`src/rtl/sha2_pkg.sv`:
```
// Shared SHA-2 definitions: sigma function select and the rotate/shift
// amounts for SHA-256 (32-bit) and SHA-512 (64-bit) words.
package sha2_pkg;

   typedef enum logic [1:0] {
      SIG_BIG0   = 2'd0,
      SIG_BIG1   = 2'd1,
      SIG_SMALL0 = 2'd2,
      SIG_SMALL1 = 2'd3
   } sigma_op_t;

   // Indexed [function][term]; for the small sigmas the third term is a
   // logical right shift rather than a rotate.
   localparam int unsigned SHA512_AMT [4][3] = '{
      '{28, 34, 39},
      '{14, 18, 41},
      '{ 1,  8,  7},
      '{19, 61,  6}
   };

   localparam int unsigned SHA256_AMT [4][3] = '{
      '{ 2, 13, 22},
      '{ 6, 11, 25},
      '{ 7, 18,  3},
      '{17, 19, 10}
   };

endpackage

```
`src/rtl/sigma_core.sv`:
```
// Combinational SHA-2 sigma function for 32- or 64-bit words.
// SIGMA_PIPE_SMALL_EN builds the small sigmas; otherwise op 2/3 yield 0.
module sigma_core
   import sha2_pkg::*;
#(
   parameter int unsigned WIDTH = 64
) (
   input  logic [WIDTH-1:0] x,
   input  sigma_op_t        op,
   output logic [WIDTH-1:0] y
);

   if (WIDTH != 32 && WIDTH != 64) begin : g_bad_width
      $error("sigma_core: WIDTH must be 32 or 64");
   end

   function automatic logic [WIDTH-1:0] rotr(input logic [WIDTH-1:0] v,
                                             input int unsigned n);
      return (v >> n) | (v << (WIDTH - n));
   endfunction

   function automatic int unsigned amt(input int unsigned f, input int unsigned k);
      return (WIDTH == 64) ? SHA512_AMT[f][k] : SHA256_AMT[f][k];
   endfunction

   always_comb begin
      y = '0;
      case (op)
         SIG_BIG0:   y = rotr(x, amt(0, 0)) ^ rotr(x, amt(0, 1)) ^ rotr(x, amt(0, 2));
         SIG_BIG1:   y = rotr(x, amt(1, 0)) ^ rotr(x, amt(1, 1)) ^ rotr(x, amt(1, 2));
`ifdef SIGMA_PIPE_SMALL_EN
         SIG_SMALL0: y = rotr(x, amt(2, 0)) ^ rotr(x, amt(2, 1)) ^ (x >> amt(2, 2));
         SIG_SMALL1: y = rotr(x, amt(3, 0)) ^ rotr(x, amt(3, 1)) ^ (x >> amt(3, 2));
`endif
         default:    y = '0;
      endcase
   end

endmodule

```
`src/rtl/sigma_pipe.sv`:
```
// Pipelined SHA-2 sigma unit with valid/ready handshake and tag pass-through.
// SIGMA_PIPE_SMALL_EN enables the small sigma functions in sigma_core.
module sigma_pipe
   import sha2_pkg::*;
#(
   parameter int unsigned WIDTH  = 64,
   parameter int unsigned STAGES = 2,
   parameter int unsigned TAG_W  = 4
) (
   input  logic             clk,
   input  logic             reset_n,
   input  logic             in_valid,
   output logic             in_ready,
   input  logic [WIDTH-1:0] in_x,
   input  logic [1:0]       in_op,
   input  logic [TAG_W-1:0] in_tag,
   output logic             out_valid,
   input  logic             out_ready,
   output logic [WIDTH-1:0] out_y,
   output logic [TAG_W-1:0] out_tag
);

   if (STAGES < 1 || STAGES > 3) begin : g_bad_stages
      $error("sigma_pipe: STAGES must be in 1..3");
   end

   logic [WIDTH-1:0]  f_y;
   logic [STAGES-1:0] vld;
   logic [STAGES-1:0] ld;
   logic [WIDTH-1:0]  y_q [STAGES];
   logic [TAG_W-1:0]  t_q [STAGES];

   sigma_core #(.WIDTH(WIDTH)) u_core (
      .x  (in_x),
      .op (sigma_op_t'(in_op)),
      .y  (f_y)
   );

   for (genvar k = 0; k < STAGES; k++) begin : g_stage
      logic             src_v;
      logic [WIDTH-1:0] src_y;
      logic [TAG_W-1:0] src_t;

      // A stage may load iff some stage at or beyond it is empty, or the
      // output drains; flattened so the chain has no self-referencing vector.
      always_comb ld[k] = out_ready | ~(&vld[STAGES-1:k]);

      if (k == 0) begin : g_head
         always_comb begin
            src_v = in_valid;
            src_y = f_y;
            src_t = in_tag;
         end
      end else begin : g_body
         always_comb begin
            src_v = vld[k-1];
            src_y = y_q[k-1];
            src_t = t_q[k-1];
         end
      end

      always_ff @(posedge clk) begin
         if (!reset_n) begin
            vld[k] <= 1'b0;
            y_q[k] <= '0;
            t_q[k] <= '0;
         end else if (ld[k]) begin
            vld[k] <= src_v;
            y_q[k] <= src_y;
            t_q[k] <= src_t;
         end
      end
   end

   always_comb begin
      in_ready  = ld[0];
      out_valid = vld[STAGES-1];
      out_y     = y_q[STAGES-1];
      out_tag   = t_q[STAGES-1];
   end

endmodule

```
`config.mk`:
```
export PLATFORM = sky130hd
export DESIGN_NAME = sigma_pipe
export DESIGN_NICKNAME = d
export VERILOG_FILES = /design/src/rtl/sha2_pkg.sv /design/src/rtl/sigma_core.sv /design/src/rtl/sigma_pipe.sv
export SDC_FILE = /design/constraint.sdc
export NUM_CORES = 1
export LEC_CHECK = 0
export ABC_CLOCK_PERIOD_IN_PS = 5420
export CORE_ASPECT_RATIO = 1.1
export CORE_MARGIN = 10
export CORE_UTILIZATION = 25
export DETAILED_ROUTE_END_ITERATION = 16
export MAX_ROUTING_LAYER = met4
export PLACE_DENSITY = 0.42
export SYNTH_ARGS = -nofsm -noshare
export SYNTH_HDL_FRONTEND = slang
export SYNTH_SLANG_ARGS = --single-unit
```
`constraint.sdc`:
```
create_clock -name clk -period 5.42 [get_ports clk]
set_input_delay 0.542 -clock clk [delete_from_list [all_inputs] [get_ports clk]]
set_output_delay 0.542 -clock clk [all_outputs]
set_load 0.01 [all_outputs]
```
=== Yosys cells after proc, flatten, opt, wreduce, memory -nomap -nowiden ===
Memory sizes are Yosys's and may differ from the RTL's.
Index checks and enable logic that the tools add are counted.

* Equality and inequality tests: 1
* Multiplexer cells: 12
* Bitwise gates (word level): 18
* Reduce and logical (&&, ||, !) cells: 2

{| class="wikitable"
|+ Operator list
! kind !! count
|-
| XOR 64 bit || 4
|-
| 2-to-1 mux 64 bit || 2
|-
| case mux 64 bit (2 select lines) || 1
|-
| OR 23 x 64 -> 64 bit || 1
|-
| OR 25 x 64 -> 64 bit || 1
|-
| OR 30 x 64 -> 64 bit || 1
|-
| OR 36 x 64 -> 64 bit || 1
|-
| OR 46 x 64 -> 64 bit || 1
|-
| OR 50 x 64 -> 64 bit || 1
|-
| 2-to-1 mux 4 bit || 2
|-
| 2-to-1 mux 1 bit || 7
|-
| OR 1 bit || 6
|-
| == test 2 x 1 -> 1 bit, second input constant || 1
|-
| logical NOT 2 bit || 1
|-
| inverter 1 bit || 2
|-
| AND reduction 2 bit || 1
|}

* Register bits after elaboration: 2
* RAM bits: 136
* Input port bits: 74
* Output and inout bits: 70
* Word-level logic and storage cells: 37
* Memories kept: 2

{| class="wikitable"
|+ Memory list
! memory !! words !! width !! rd ports !! clocked after Yosys merged registers in !! write ports !! RTL line !! source
|-
| y_q || 2 || 64 || 2 || 0 || 2 || sigma_pipe.sv:30 || <nowiki>logic [WIDTH-1:0] y_q [STAGES];</nowiki>
|-
| t_q || 2 || 4 || 2 || 0 || 2 || sigma_pipe.sv:31 || <nowiki>logic [TAG_W-1:0] t_q [STAGES];</nowiki>
|}

=== Depth between registers and ports, before layout ===
Gate-level depths: netlist of the first run.

* Depth after elaboration: 7
* Mapped depth: 5
* Mapped depth without buffers: 3

=== Cells and area by module ===
A second synthesis of the first run with hierarchy kept.

* Cell total of the unflattened synthesis: 573
* Area total of the unflattened synthesis: 9143.8 sq um

{| class="wikitable"
|+ By module, submodules not included
! module !! times used !! cells each !! area an instance (sq um) !! sequential area each (sq um)
|-
| sigma_pipe || 1 || 310 || 5381.4 || 4124.0
|-
| sigma_core || 1 || 263 || 3762.4 || 0.0
|}

=== Worst setup path after synthesis of the first run ===
OpenSTA, ideal clock, no wires.

* Kind: input-to-reg
* Start point: input reset_n
* End point: memory t_q[0][0], enable pin
* Library setup time: 0.889 ns
* Arrival: 2.345 ns
* Required time: 4.531 ns
* Path slack: 2.186 ns
* Cell stages on the path: 2
* Path buffers: 1
* Cells stage by stage: clkbuf_1 -> nand3_1

{| class="wikitable"
|+ RTL lines
! element !! RTL line !! source
|-
| start: declaration || sigma_pipe.sv:11 || <nowiki>input logic reset_n,</nowiki>
|-
| end: declaration || sigma_pipe.sv:31 ||
|}

=== Worst setup path after layout of the first run ===
* Start point: input out_ready
* End point: output in_ready

* Longest elaborated chain between the ends: 1

{| class="wikitable"
|+ RTL lines
! element !! RTL line !! source
|-
| start: declaration || sigma_pipe.sv:18 || <nowiki>input logic out_ready,</nowiki>
|-
| OR 1 bit || sigma_pipe.sv:46 || <nowiki>always_comb ld[k] = out_ready | ~(&vld[STAGES-1:k]);</nowiki>
|-
| end: declaration || sigma_pipe.sv:13 || <nowiki>output logic in_ready,</nowiki>
|}

No other way between the ends.

==> results.json, run 1 <==
{
  "clock_tree.htree_level_count": 4,
  "post_layout_util_pct": 32.2,
  "critPathLaunchType": "input pin",
  "worst_setup_slack_before_clock_tree_synthesis_ps": 2640,
  "synth_area_mm2": 0.00841,
  "layout_worst_path_cycle_share_pct": 44.6,
  "overflow": 0,
  "total_power_mw": 3.04,
  "initial_cell_density_of_the_core_pct": 25.3,
  "number_of_failing_setup_endpoints_in_the_final_timing_report": 0,
  "cts_inserted_buffers": 17,
  "number_of_search_and_repair_iterations_in_the_first_detailed_routing_pass": 5,
  "worstSkewPairLatency_ps": 440,
  "p_clk_share_pct": 42.9,
  "switching_share_pct": 25.4,
  "critical_path.most_common_cell": "clkdlybuf4s50_1",
  "cts_hold_buffers": 0,
  "grt_pass1_vias": 6070,
  "relSlewSlack_pct": 34.0,
  "finish.instance_area_mm2": 0.0107,
  "placed_cell_area_mm2": 0.0100,
  "max_clock_freq_ghz": 0.414,
  "cp_data_required_time_ps": 4880,
  "floorplan.die_area_mm2": 0.0414,
  "area_growth_syn_to_layout_pct": 27.0,
  "worstPathArrival_ps": 1870,
  "ys.warnings.count": 0,
  "r2r-start": "out_valid",
  "post-route-worst-setup-slack_ps": 3010,
  "endpoint_kind": "output pin",
  "synth.top_cell.area_share_pct": 48.5,
  "worst-slew-pin-transition_ps": 986,
  "clkSlewWorstSetupHoldPaths_ps": 60,
  "std_cell_rows": 70,
  "distinct_cell_type_count_of_the_synthesized_netlist": 27,
  "ys_async_sr_fraction_pct": 0,
  "final.min_clock_period_ps": 2410,
  "yosys.area.top_type": "edfxtp_1",
  "synthFlopType": "edfxtp_1",
  "post_cts_resized": 0,
  "critical_path.top_delay_family": "buffers and inverters",
  "drtAntennaViolNets": 0,
  "rsz0062_at_grt": "false",
  "layout.cells.most_common": "clkdlybuf4s50_1",
  "seq_area_frac_synth_pct": 49.0,
  "met2_usage_pct": 24.1,
  "core-area_mm2": 0.0332,
  "report.final.hold_viol_count": 0,
  "avgSynthCellArea_um2": 11.3,
  "ys_ff_latch": 138,
  "grt_pass1_wl_um": 44300,
  "nets": 895,
  "wl_per_cell_um": 24.8,
  "final_cell_count_no_fill": 1267,
  "fin_worst_hold_slack_ps": 515,
  "top_level_ports": 144,
  "gp_routability_congestion": 0.817,
  "internal-power_mw": 2.26,
  "path_depth": 3,
  "die_y_um": 212,
  "max_cap_viol_count": 0,
  "detailroute.via_count": 5994,
  "timing.final.max_slew_violations": 0,
  "holdCritPathClass": "reg2reg",
  "drt_iter0_drc": 414,
  "die_w_um": 195,
  "mostFrequentLayoutCells": "clkdlybuf4s50_1 (141), edfxtp_1 (136), xnor2_1 (124)",
  "io_buffer_count": 143,
  "p_per_area_mw_per_mm2": 284,
  "grt.busiest_layer": "met2",
  "maximum_number_of_pins_on_one_net_before_global_route_repair": 69,
  "synth_fp_nets": 816,
  "post_route_cells_drive_above_1_share_pct": 5.16,
  "synth.top_cells.by_area": "edfxtp_1 (49%), xnor2_1 (13%), mux2i_1 (10%)",
  "ctsRootBufferMaster": "clkbuf_16",
  "total_switching_power_mw": 0.773,
  "gr-usage-met3_pct": 2.90,
  "detail_route.vias_per_cell": 4.73,
  "crit_fanout": 8,
  "count_of_flip_flops_with_a_built_in_enable_after_synthesis": 136,
  "cp-startpoint": "out_ready",
  "cts_num_sinks": 138,
  "clock_tree_from_tritoncts": "built",
  "buffers_from_clock_root_to_sink_at_most": 2,
  "synthesis.instances": 742,
  "timing.critical_path.cells": "clkdlybuf4s50_1 > nand3b_1 > clkdlybuf4s50_1",
  "grt_use_met1_pct": 19.3,
  "share_comb_of_total_power_pct": 16.4,
  "vdd_ir_drop_max_uv": 172,
  "r2r-end": "y_q[1][5]",
  "ff2ff_setup_slack_ps": 3370,
  "drc": 0,
  "finalClockSkew_ps": 9.11,
  "max_stage_delay_on_crit_path_ps": 600,
  "cpMaxStageDelayCell": "clkdlybuf4s50_1",
  "place_inst": 1234,
  "final.setup.tns_ps": 0,
  "post-dp-hpwl_um": 22000,
  "timing.reg2reg.worst_path_depth": 2,
  "cp_num_buf_inv": 2,
  "worst_setup_path_endpoint": "in_ready",
  "grt.total_usage_pct": 15.3,
  "power_frac_seq_pct": 40.6,
  "leakage_nw": 3.85,
  "status": "completed",
  "postRouteWirelength_um": 31400,
  "number_of_antenna_violations_at_the_first_check_in_global_routing": 1,
  "postCtsSetupRepairBufs": 0,
  "critical_path_class": "in2out"
}
[synth_stat cells (2+ instances only)]
master,instances
a21oi_1,25
a31oi_1,39
and2_1,68
and3_1,4
and3b_1,11
buf_2,43
buf_6,3
clkbuf_1,34
clkbuf_2,9
dfxtp_1,2
edfxtp_1,136
mux2i_1,85
nand2_1,6
nand3_1,40
nand3b_1,2
nor2b_1,3
nor3_1,24
nor3b_1,35
or3_1,39
xnor2_1,124
xor3_1,4
[how the worst min path moves through the flow]
stage | from | to | slack, ps | cells after the start
6_report | t_q[0][2] | t_q[1][2] | 510 | 1
5_1_grt | y_q[0][57] | y_q[1][57] | 530 | 1
4_1_cts | t_q[0][0] | t_q[1][0] | 520 | 1
3_5_place_dp | t_q[0][0] | t_q[1][0] | 500 | 1
3_3_place_gp | y_q[0][61] | y_q[1][61] | 500 | 1
2_1_floorplan | g_stage[1].src_v | out_valid | 460 | 1
[routing by layer]
metal	up-vias	wire length, um
met5	-	0
met2	179	15000
met1	2977	14200
li1	2810	-
met3	28	1540
met4	0	676
[worst register-to-register path, cell delays in order (launching register included)]
cell,delay [ps]
dfxtp_1,350
nor2b_1,540
nand2_4,660
[kinds of logic after synthesis]
| group | synth area share, % |
|---|---|
| XOR/XNOR | 14.0 |
| multiplexers | 10.1 |
| AO/OA/AOI/OAI | 4.57 |
| flip-flops | 49.0 |
| buffers and inverters | 5.06 |
| AND/OR/NAND/NOR | 17.2 |
[power groups by stage]
stage	combinational, mW	sequential (mW)	clock (mW)
after floorplan	0.289	1.26	0
after global placement	0.500	1.26	0
after detailed placement	0.501	1.26	0
after CTS	0.504	1.24	1.33
after global routing	0.531	1.24	1.37
final	0.499	1.23	1.30
[flip-flops by register name, indices dropped and copies added, names as in the netlist]
| signal | cells |
|---|---|
| t_q | 8 |
| g_stage.src_v | 1 |
| y_q | 128 |
| out_valid | 1 |
[final cells by class]
cell class	count	area (um^2)
clock buffers	22	484
inverters	1	3.75
fillers	3364	22500
flip-flops and latches	138	4120
well taps	432	541
repair buffers	149	1470
multi-input cells	514	3900
diodes	1	2.50
clock inverters	10	164
Power figures use the tool's default switching activity.
==> run 2: changes to the inputs <==
Settings changed: ABC_CLOCK_PERIOD_IN_PS 5420 to 2200, PLACE_DENSITY 0.42 to 0.43.
Clock period 5.42 ns to 2.2 ns, I/O delays scaled along.
==> results.json, run 2 (same netlist as run 1, synthesis figures left out) <==
{
  "top_level_ports": 144,
  "post_route_cells_drive_above_1_share_pct": 11.2,
  "die_w_um": 195,
  "post-dp-hpwl_um": 23500,
  "cts_hold_buffers": 0,
  "worstPathArrival_ps": 1600,
  "rsz0062_at_grt": "false",
  "die_y_um": 212,
  "mostFrequentLayoutCells": "clkdlybuf4s50_1 (141), edfxtp_1 (136), xnor2_1 (124)",
  "ctsRootBufferMaster": "clkbuf_16",
  "cp-startpoint": "g_stage[1].src_v",
  "nets": 951,
  "endpoint_kind": "output pin",
  "floorplan.die_area_mm2": 0.0414,
  "p_per_area_mw_per_mm2": 686,
  "final.setup.tns_ps": 0,
  "layout_worst_path_cycle_share_pct": 82.8,
  "leakage_nw": 4.13,
  "clkSlewWorstSetupHoldPaths_ps": 60,
  "relSlewSlack_pct": 59.0,
  "holdCritPathClass": "in2reg",
  "max_clock_freq_ghz": 0.549,
  "r2r-start": "out_valid",
  "grt.total_usage_pct": 15.7,
  "finalClockSkew_ps": 14.5,
  "std_cell_rows": 70,
  "core-area_mm2": 0.0332,
  "layout.cells.most_common": "clkdlybuf4s50_1",
  "cts_num_sinks": 138,
  "total_power_mw": 7.67,
  "critical_path_class": "reg2out",
  "postCtsSetupRepairBufs": 0,
  "detailroute.via_count": 6299,
  "top_regs": "y_q (128), t_q (8)",
  "max_cap_viol_count": 0,
  "number_of_search_and_repair_iterations_in_the_first_detailed_routing_pass": 5,
  "worstSkewPairLatency_ps": 440,
  "hold_path_startpoint": "in_valid",
  "drt_iter0_drc": 377,
  "postRouteWirelength_um": 31800,
  "worst-slew-pin-transition_ps": 613,
  "buffers_from_clock_root_to_sink_at_most": 2,
  "timing.final.max_slew_violations": 0,
  "cts_inserted_buffers": 17,
  "critPathLaunchType": "register",
  "overflow": 0,
  "status": "completed",
  "post_cts_resized": 0,
  "grt_pass1_vias": 6610,
  "drtAntennaViolNets": 0,
  "cp_data_required_time_ps": 1980,
  "area_growth_syn_to_layout_pct": 33.0,
  "clock_tree.htree_level_count": 4,
  "maximum_number_of_pins_on_one_net_before_global_route_repair": 51,
  "drc": 0,
  "detail_route.vias_per_cell": 4.76,
  "largest_register_ffs": 128,
  "clock_tree_from_tritoncts": "built",
  "initial_cell_density_of_the_core_pct": 25.3,
  "gp_routability_congestion": 0.885,
  "number_of_antenna_violations_at_the_first_check_in_global_routing": 0,
  "report.final.hold_viol_count": 0,
  "final.min_clock_period_ps": 1820,
  "grt_pass1_wl_um": 46300,
  "io_buffer_count": 143,
  "fill_cells": 3290,
  "number_of_failing_setup_endpoints_in_the_final_timing_report": 0,
  "vdd_ir_drop_max_uv": 503,
  "crit_fanout": 7,
  "wl_per_cell_um": 24.1,
  "diodes": 0,
  "max_flop_register": "y_q"
}
-- run 2: layer usage --
metal | track usage [%] | share of wire [%] | vias to the layer above
li1 | - | - | 2924
met2 | 25.8 | 50 | 182
met5 | - | 0 | -
met1 | 19.3 | 44 | 3156
met4 | 5.51 | 2.4 | 0
met3 | 2.43 | 4.1 | 37
-- run 2: power by group --
part | switching [mW] | internal (mW) | total [mW]
Sequential | 0.0365 | 3.00 | 3.04
Clock | 1.28 | 2.04 | 3.32
Combinational | 0.693 | 0.628 | 1.32
-- run 2: stage by stage --
stage               setup slack (ps)  area, um^2  hold slack [ps]  util (%)  instances
detailed placement               146       10500              503      31.7       1290
CTS                              338       11200              334      33.7       1322
global route                     292       11200              389      33.7       1322
global placement                 155       10500              504      31.7       1290
finish                           379       11200              351      33.7       1322
floorplan                        240        8430              359         -        742
-- run 2: final timing paths --
kind                 endpoint  slack (ps)  depth (start not counted)
min reg2reg        y_q[1][36]         510                          1
min          g_stage[1].src_v         350                          3
max reg2reg        y_q[0][56]         590                          4
max                  in_ready         380                          3
-- run 2: cell type report --
class	count	area (um^2)	area share, %
clock buffer	17	425	3.80
clock inverter	15	236	2.11
inverter	1	3.75	0.0336
multi-input combinational	514	3890	34.8
sequential	138	4120	36.9
tap	432	541	4.83
timing repair buffer	205	1960	17.5
-- run 2: worst max-delay path, stage by stage, from the launching register on --
cell,delay [ps]
dfxtp_1,400
nand3b_1,120
buf_4,170
clkdlybuf4s50_1,480
==> run 3: changes to the inputs <==
Settings changed: ABC_CLOCK_PERIOD_IN_PS 2200 to 1800, PLACE_DENSITY 0.43 to 0.42.
Clock period 2.2 ns to 1.8 ns, I/O delays scaled along.
==> results.json, run 3 (same netlist as run 1, synthesis figures left out) <==
{
  "fin_worst_hold_slack_ps": 305,
  "core-area_mm2": 0.0332,
  "power_frac_seq_pct": 42.4,
  "nets": 1030,
  "max_cap_viol_count": 0,
  "total_switching_power_mw": 2.41,
  "p_per_area_mw_per_mm2": 730,
  "placed_cell_area_mm2": 0.0115,
  "clock_tree_from_tritoncts": "built",
  "buffers_from_clock_root_to_sink_at_most": 2,
  "p_clk_share_pct": 36.5,
  "worst-slew-pin-transition_ps": 576,
  "post_route_cells_drive_above_1_share_pct": 18.3,
  "internal-power_mw": 6.35,
  "detail_route.vias_per_cell": 4.63,
  "ff2ff_setup_slack_ps": 390,
  "largest_register_ffs": 128,
  "critical_path_class": "reg2out",
  "relSlewSlack_pct": 61.5,
  "status": "completed",
  "critPathLaunchType": "register",
  "top_regs": "y_q (128), t_q (8)",
  "detailroute.via_count": 6490,
  "top_level_ports": 144,
  "overflow": 0,
  "r2r-end": "y_q[0][42]",
  "area_growth_syn_to_layout_pct": 42.6,
  "hold_path_startpoint": "in_valid",
  "critical_path.top_delay_family": "buffers and inverters",
  "worstPathArrival_ps": 1350,
  "hold_path_end": "g_stage[1].src_v",
  "timing.critical_path.cells": "clkdlybuf4s50_1",
  "ctsRootBufferMaster": "clkbuf_16",
  "share_comb_of_total_power_pct": 21.1,
  "final.min_clock_period_ps": 1530,
  "number_of_search_and_repair_iterations_in_the_first_detailed_routing_pass": 7,
  "maximum_number_of_pins_on_one_net_before_global_route_repair": 43,
  "holdCritPathClass": "in2reg",
  "worstSkewPairLatency_ps": 440,
  "cp_num_buf_inv": 1,
  "die_w_um": 195,
  "rsz0062_at_grt": "false",
  "hold-path-cell-count": 3,
  "endpoint_kind": "output pin",
  "wl_per_cell_um": 23.5,
  "finalClockSkew_ps": 18.2,
  "number_of_antenna_violations_at_the_first_check_in_global_routing": 1,
  "drc": 0,
  "post_layout_util_pct": 36.1,
  "final_cell_count_no_fill": 1401,
  "floorplan.die_area_mm2": 0.0414,
  "layout_worst_path_cycle_share_pct": 85.1,
  "initial_cell_density_of_the_core_pct": 25.3,
  "switching_share_pct": 27.5,
  "max_stage_delay_on_crit_path_ps": 560,
  "timing.final.max_slew_violations": 0,
  "report.final.hold_viol_count": 0,
  "grt_pass1_vias": 6855,
  "drt_iter0_drc": 549,
  "drtAntennaViolNets": 0,
  "number_of_failing_setup_endpoints_in_the_final_timing_report": 0,
  "grt_pass1_wl_um": 47800,
  "gp_routability_congestion": 0.909,
  "cpMaxStageDelayCell": "clkdlybuf4s50_1",
  "io_buffer_count": 143,
  "layout.cells.most_common": "clkdlybuf4s50_1",
  "finish.instance_area_mm2": 0.0120,
  "clock_tree.htree_level_count": 4,
  "r2r-start": "out_valid",
  "timing.reg2reg.worst_path_depth": 4,
  "max_flop_register": "y_q",
  "cp_data_required_time_ps": 1620,
  "clkSlewWorstSetupHoldPaths_ps": 70,
  "max_clock_freq_ghz": 0.653,
  "std_cell_rows": 70,
  "grt.total_usage_pct": 16.2,
  "postRouteWirelength_um": 32900,
  "mostFrequentLayoutCells": "clkdlybuf4s50_1 (140), edfxtp_1 (136), xnor2_1 (124)",
  "cts_inserted_buffers": 17,
  "cts_num_sinks": 138,
  "total_power_mw": 8.76,
  "die_y_um": 212,
  "post-dp-hpwl_um": 24800,
  "place_inst": 1369,
  "crit_fanout": 1,
  "vdd_ir_drop_max_uv": 584,
  "leakage_nw": 4.59
}
[run 3: changes by cell type in the layout (fill, tap and decap cells not counted), moves of 2 or more]
cell	delta
buf_12	+29
buf_4	+50
bufinv_16	-5
clkinv_1	+2
clkinv_2	+6
inv_6	-5
[run 3: final cells by class]
cell class	count	area [um^2]
multi-input cells	514	3890
repair buffers	284	2920
fillers	3255	21200
clock inverters	14	85.1
well taps	432	541
clock buffers	17	425
diodes	1	2.50
flip-flops and latches	138	4130
inverters	1	3.75
[run 3: per-stage QoR]
step	TNS [ps]	setup slack, ps
final	0	268
after global routing	0	227
after CTS	0	24.4
after detailed placement	-1290	-148
after global placement	-1710	-153
after floorplan	-3800	-55.8
[run 3: power by group through the flow]
stage | registers (mW) | logic [mW] | clock network [mW]
after global placement | 3.78 | 1.86 | 0
after floorplan | 3.81 | 0.874 | 0
after CTS | 3.72 | 1.86 | 3.29
after global routing | 3.73 | 1.97 | 3.41
after detailed placement | 3.78 | 1.85 | 0
final | 3.71 | 1.85 | 3.20
[run 3: worst max path at each step]
stage                      from          to  slack (ps)  cells after the start
2_1_floorplan         out_valid   t_q[0][0]         -60                      2
3_3_place_gp           in_x[11]  y_q[0][34]        -150                      6
3_5_place_dp           in_x[11]  y_q[0][34]        -150                      6
4_1_cts        g_stage[1].src_v    in_ready          20                      3
5_1_grt              y_q[1][21]   out_y[21]         230                      1
6_report              y_q[1][9]    out_y[9]         270                      1
[run 3: timing repair]
item                                    in CTS  in global routing
gates resized for setup                      1                  1
buffers inserted                             0                  0
endpoints found under the setup margin       1                  1
hold buffers                                 0                  0
[run 3: per-layer routing]
metal | vias to the layer above | routed length [um] | global-route usage (%) | share of wire (%)
li1 | 3077 | - | - | -
met1 | 3201 | 15000 | 20.6 | 45
met2 | 192 | 16000 | 26.2 | 49
met3 | 20 | 1580 | 2.71 | 4.8
met4 | 0 | 388 | 4.19 | 1.2
met5 | - | 0 | - | 0
